## config.mk

```make
export PLATFORM = sky130hd
export DESIGN_NAME = hazard_controller
export DESIGN_NICKNAME = d
export VERILOG_FILES = /design/src/rtl/hazard_pkg.sv /design/src/rtl/hazard_scoreboard.sv /design/src/rtl/hazard_controller.sv
export SDC_FILE = /design/constraint.sdc
export NUM_CORES = 1
export LEC_CHECK = 0
export ABC_CLOCK_PERIOD_IN_PS = 1940
export BUFFER_PORTS_ARGS = -buffer_cell sky130_fd_sc_hd__buf_2
export CORE_MARGIN = 5
export CORE_UTILIZATION = 50
export DETAILED_ROUTE_END_ITERATION = 10
export GPL_ROUTABILITY_DRIVEN = 1
export HOLD_SLACK_MARGIN = 0.1
export PLACE_DENSITY = 0.74
export SYNTH_ARGS = -nofsm -noshare
export SYNTH_HDL_FRONTEND = slang
export SYNTH_SLANG_ARGS = --single-unit
```

## constraint.sdc

```tcl
create_clock -name clk -period 1.94 [get_ports clk]
set_input_delay 0.097 -clock clk [delete_from_list [all_inputs] [get_ports clk]]
set_output_delay 0.097 -clock clk [all_outputs]
set_load 0.01 [all_outputs]
```

## src/rtl/hazard_pkg.sv

```systemverilog
// hazard_pkg: shared widths, default depth and flush FSM encoding for the hazard controller
package hazard_pkg;
    localparam int REG_W = 5;
    localparam int DEPTH_DEF = 3;
    typedef enum logic {RUN = 1'b0, FLUSH = 1'b1} state_t;
endpackage

```

## src/rtl/hazard_scoreboard.sv

```systemverilog
// hazard_scoreboard: in-flight destination register shift register with parallel RAW compare
module hazard_scoreboard
    import hazard_pkg::*;
#(
    parameter int DEPTH = DEPTH_DEF
) (
    input  logic             clk,
    input  logic             rst,
    input  logic             hold,
    input  logic [REG_W-1:0] a0,
    input  logic [REG_W-1:0] a1,
    input  logic [REG_W-1:0] a2_hazard,
    output logic             raw
);
    logic [DEPTH-1:0][REG_W-1:0] sb;
    // youngest destination enters sb[0]; the oldest retires out of sb[DEPTH-1]
    always_ff @(posedge clk or negedge rst) begin
        if (!rst) begin
            sb <= '0;
        end else if (!hold) begin
            sb[0] <= a2_hazard;
            for (int i = 1; i < DEPTH; i++) sb[i] <= sb[i-1];
        end
    end
    // x0 never hazards; a1 is always checked, even for immediate forms
    always_comb begin
        raw = 1'b0;
        for (int i = 0; i < DEPTH; i++)
            raw = raw | (a0 != '0 && a0 == sb[i]) | (a1 != '0 && a1 == sb[i]);
    end
endmodule

```

## src/rtl/hazard_controller.sv

```systemverilog
// hazard_controller: RAW stall, jump flush FSM and memory-wait freeze for the pipeline
module hazard_controller
    import hazard_pkg::*;
#(
    parameter int DEPTH = DEPTH_DEF,
    parameter int FLUSH_CYCLES = 2
) (
    input  logic             clk,
    input  logic             rst,
    input  logic [REG_W-1:0] a0,
    input  logic [REG_W-1:0] a1,
    input  logic [REG_W-1:0] a2_hazard,
    input  logic             jmp_taken,
    input  logic             mem_wait,
    output logic             stall,
    output logic             stall_front,
    output logic             squash,
    output logic             flushing
);
    localparam int CW = $clog2(FLUSH_CYCLES + 1);
    localparam logic [CW-1:0] RELOAD = CW'(FLUSH_CYCLES - 1);
    state_t state;
    logic [CW-1:0] cnt;
    logic raw;
    logic flush_now;
    hazard_scoreboard #(.DEPTH(DEPTH)) u_sb (
        .clk(clk),
        .rst(rst),
        .hold(stall),
        .a0(a0),
        .a1(a1),
        .a2_hazard(a2_hazard),
        .raw(raw)
    );
    // flush FSM; memory-wait cycles neither advance nor consume flush cycles
    always_ff @(posedge clk or negedge rst) begin
        if (!rst) begin
            state <= RUN;
            cnt <= '0;
        end else if (!mem_wait) begin
            if (jmp_taken) begin
                state <= (FLUSH_CYCLES > 1) ? FLUSH : RUN;
                cnt <= RELOAD;
            end else if (state == FLUSH) begin
                state <= (cnt == CW'(1)) ? RUN : FLUSH;
                cnt <= cnt - 1'b1;
            end
        end
    end
    // priority mux: freeze > flush/jump > RAW bubble; squash never looks at a2_hazard
    always_comb begin
        flush_now = (state == FLUSH) | jmp_taken;
        stall = rst & mem_wait;
        stall_front = rst & (mem_wait | (~flush_now & raw));
        squash = rst & ~mem_wait & (flush_now | raw);
        flushing = rst & (state == FLUSH);
    end
endmodule

```

# --- After elaboration in Yosys (flattened, before gate mapping) ---
# Index checks and enable logic that the tools add are counted.
word_totals:
  reg_bits: 18
op_classes:
  n_addsub: 1
  eq_ne: 7
  n_mux: 5
  n_bitwise: 16
  n_reduce_logical: 10
op_table:
  columns: ["operator", "count"]
  rows:
  - ["equality test 5 bit", 6]
  - ["nonzero test 5 bit", 2]
  - ["bitwise OR 1 bit", 8]
  - ["AND 1 bit", 6]
  - ["logical AND 1 bit", 6]
  - ["2-to-1 mux 2 bit", 2]
  - ["2-to-1 mux 1 bit", 3]
  - ["equality test 2 x 1 -> 1 bit, second input constant", 1]
  - ["NOT 1 bit", 2]
  - ["AND reduction 2 bit", 1]
  - ["nonzero test 2 bit", 1]
  - ["subtractor 2 x 1 -> 2 bit, second input constant", 1]

# --- Logic depth before layout (Yosys ltp) ---
depth:
  word_depth: 10
  mapped_depth: 5
  mapped_depth_nobuf: 5

# --- Modules after synthesis ---
# A second synthesis with hierarchy kept.
unflattened:
  hier_cells: 102
  hier_area_um2: 1134.8
by_module_without_submodules:
  columns: ["mod", "n_inst", "cells_each", "area_per_inst_um2", "seq_area_each_um2"]
  rows:
  - ["hazard_scoreboard", 1, 82, 925.9, 375.4]
  - ["hazard_controller", 1, 20, 209.0, 75.1]

# --- Worst setup path before layout ---
# Ideal clock, no wire load.
synth_timing:
  path_kind: "flip-flop to output port"
  startpoint: "reg u_sb.sb[11] in the netlist's numbering"
  endpoint: "out squash"
  arrival_time_ps: 1281
  required_time_ps: 1843
  path_slack_ps: 562
  path_stages_with_launch: 6
  path_cell_list: "dfrtp_1 xnor2_1 nand3_1 o32ai_2 a22oi_1 a311oi_2"
synth_between:
  elab_chain_len: 6
  elab_cells_between_ends: 8
  classes_between: "2 x eq/ne; 4 x bitwise; 2 x reduce/logical"
synth_rtl:
  columns: ["item", "line", "source"]
  rows:
  - ["start: declaration", "hazard_scoreboard.sv:15", "logic [DEPTH-1:0][REG_W-1:0] sb;"]
  - ["equality test 5 bit", "hazard_scoreboard.sv:29", "raw = raw | (a0 != '0 && a0 == sb[i]) | (a1 != '0 && a1 == sb[i]);"]
  - ["logical AND 1 bit", "hazard_scoreboard.sv:29", null]
  - ["bitwise OR 1 bit", "hazard_scoreboard.sv:29", null]
  - ["bitwise OR 1 bit *", "hazard_scoreboard.sv:29", null]
  - ["bitwise OR 1 bit *", "hazard_controller.sv:55", "squash = rst & ~mem_wait & (flush_now | raw);"]
  - ["AND 1 bit *", "hazard_controller.sv:55", null]
  - ["end: declaration", "hazard_controller.sv:17", "output logic squash,"]
# Mark *: on every way between the ends. The rest lies on a longest branch, timed or not.

# --- Worst setup path in the final report ---
layout_timing:
  startpoint: "reg u_sb.sb[3] in the netlist's numbering"
  endpoint: "out squash"
layout_between:
  elab_chain_len: 9
  elab_cells_between_ends: 11
  classes_between: "2 x eq/ne; 7 x bitwise; 2 x reduce/logical"
layout_rtl:
  columns: ["item", "line"]
  rows:
  - ["equality test 5 bit", "hazard_scoreboard.sv:29"]
  - ["logical AND 1 bit", "hazard_scoreboard.sv:29"]
  - ["bitwise OR 1 bit * (5 in series)", "hazard_scoreboard.sv:29"]
  - ["bitwise OR 1 bit *", "hazard_controller.sv:55"]
  - ["AND 1 bit *", "hazard_controller.sv:55"]
# Marked as above.

==> flow_metrics.env <==
export IMPL_worstSetupPathType="reg2out"
export IMPL_syn_inst=102
export IMPL_hold_viol=0
export IMPL_syn_avg_cell_area_um2=11.1
export IMPL_dp_hpwl_um=1830
export IMPL_path_clk_slew_ps=100
export IMPL_p_leak_nw=0.606
export IMPL_dieWidth_um=57.6
export IMPL_drv_slew=0
export IMPL_ys_warn_count=0
export IMPL_viasPerCell=5.30
export IMPL_status="completed"
export IMPL_rows=17
export IMPL_fin_crit_sh_pct=95.0
export IMPL_worstMarginPinSlew_ps=648
export IMPL_syn_nets=122
export IMPL_grt_pass1_vias=873
export IMPL_worst_ep_required_time_ps=1840
export IMPL_die_h_um=57.6
export IMPL_synth_top_cells_by_count="20 x xnor2_1, 18 x dfrtp_1, 15 x mux2_2, 10 x xor2_1, 6 x nand2_1"
export IMPL_synth_edf_count=0
export IMPL_drc=0
export IMPL_pin_count=23
export IMPL_ys_types=25
export IMPL_power_density_nw_per_um2=750
export IMPL_wl_um=2360
export IMPL_grt_pass1_wl_um=3770
export IMPL_synth_most_common_cell="xnor2_1"
export IMPL_critPathArrivalTime_ps=1750
export IMPL_ys_ff_latch=18
export IMPL_vias=880
export IMPL_relSlewSlack_pct=56.7
export IMPL_syn_to_final_growth_pct=26.0
export IMPL_start_util_pct=51.7
export IMPL_antenna_cells=0
export IMPL_crit_start="u_sb.sb[3]$_DFFE_PN0N_"
export IMPL_clock_latency_ps=290
export IMPL_ys_top_cells_by_area="dfrtp_1 40%, xnor2_1 15%, mux2_2 15%, xor2_1 7.7%, o32ai_2 2.9%"
export IMPL_core_um2=2190
export IMPL_setup_tns_final_ps=0
export IMPL_routabilityCongestion=0.813
export IMPL_post_route_util_pct=65.2
export IMPL_grt_max_degree=22
export IMPL_antenna_left=0
export IMPL_fillers=174
export IMPL_dpl_worst_slack_ps=365
export IMPL_r2r_start="cnt[0]$_DFFE_PN0P_"
export IMPL_cts_buffers=3
export IMPL_drive_gt1_share_pct=38.4
export IMPL_grt_overflow_total=0
export IMPL_dr_pass1_iters=4
export IMPL_cts_tree="done"
export IMPL_portBuffers=22
export IMPL_period_minus_slack_ps=1840
export IMPL_cp_start_kind="flip-flop"
export IMPL_maxCapViolCount=0
export IMPL_grt_util_all_layers_pct=14.3
export IMPL_vdd_ir_drop_max_mv=0.537
export IMPL_synth_top_flop_cell="dfrtp_1"
export IMPL_clock_skew_final_ps=3.40
export IMPL_fmax_mhz=543
export IMPL_cp_end_kind="output pin"
export IMPL_avgRoutedWirePerCell_um=14.2
export IMPL_cts_sinks=18
export IMPL_nNetsFinal=159
export IMPL_seq_area_frac_synth_pct=39.7
export IMPL_root_buffer="clkbuf_4"
export IMPL_finalSetupViolCount=0
export IMPL_synth_area_um2=1130
export IMPL_htreeDepth=1
export IMPL_drt_iter0_drc=17
export IMPL_dieArea_um2=3320
export IMPL_cp_max_fo=4
export IMPL_rsz0062_at_grt="true"
export IMPL_fin_ws_ps=97.0
export IMPL_synth_top_cell_by_area="dfrtp_1"
export IMPL_cts_path_max_buffers=2
export IMPL_antenna_found_initial=0
export IMPL_min_from="mem_wait"
export IMPL_synth_top_area_share_pct=39.7
export IMPL_worstHoldPathType="in2reg"
export IMPL_ys_async_sr_fraction_pct=100
registers in the layout, summed over array words and instances (netlist names):
signal / flops
u_sb.sb: 15
state: 1
cnt: 2
where the power goes:
group | switching, W | leakage (nW) | total (W) | internal, W
registers | 0.0000684 | 0.210 | 0.000503 | 0.000435
clock network | 0.000111 | 0.0210 | 0.000225 | 0.000114
logic | 0.000150 | 0.376 | 0.000344 | 0.000194
final cells by class:
cell class | instances | area, µm² | share of cell area [%]
flip-flops and latches | 18 | 452 | 31.6
well taps | 28 | 35.0 | 2.45
multi-input cells | 79 | 681 | 47.6
inverters | 4 | 15.0 | 1.05
repair buffers | 33 | 210 | 14.7
clock buffers | 4 | 36.3 | 2.54
worst paths after layout:
kind	end	slack (ps)	cells past startpoint
setup / recovery	squash	100	5
hold / removal	cnt[1]$_DFFE_PN0P_	230	3
setup reg to reg	cnt[1]$_DFFE_PN0P_	850	3
hold reg to reg	cnt[0]$_DFFE_PN0P_	570	1
max in group asynchronous	u_sb.sb[5]$_DFFE_PN0N_	1400	3
min in group asynchronous	u_sb.sb[3]$_DFFE_PN0N_	320	3
through the flow:
step | instance area (µm²) | power [W] | hold slack, ps | instances
floorplan | 1130 | 0.000723 | -199 | 102
global placement | 1280 | 0.000808 | 106 | 152
detailed placement | 1280 | 0.000826 | 115 | 152
CTS | 1390 | 0.00106 | 216 | 163
global route | 1430 | 0.00114 | 234 | 166
finish | 1430 | 0.00107 | 234 | 166
critical path, cell delays in order, from the launching register on:
cell and delay, ps:
dfrtp_1 450, xor2_1 200, nor3_2 210, a41oi_2 160
a311oi_2 270, buf_2 160
what timing repair did:
action,CTS,global route
buffers inserted,0,4
hold endpoints to repair,26,0
setup endpoints to repair,0,2
hold buffers,7,0
resized for setup,0,4
logic make-up after synthesis:
kind of cell,Yosys count,synth area share [%]
XOR/XNOR,30,23.2
AND/OR/NAND/NOR,21,8.72
flip-flops,18,39.7
multiplexers,15,14.9
AO/OA/AOI/OAI,12,10.6
buffers and inverters,5,1.77
adder cells (fa/ha/maj),1,1.10
cells in the final DEF, fill, tap and decap left out, types with 4 or more instances in the layout:
cell,count
nor2_1,4
inv_1,4
buf_4,4
nand3_1,4
xnor2_1,19
dlygate4sd3_1,7
buf_2,22
xor2_1,10
nand2_1,6
dfrtp_1,17
mux2_2,15
routing by layer:
metal,track usage (%),up-vias,share of wire (%)
li1,-,428,-
met1,18.6,431,44
met2,24.5,17,51
met3,1.56,4,4.5
met4,4.97,0,1.2
met5,0,-,0
Power figures use the tool's default switching activity.
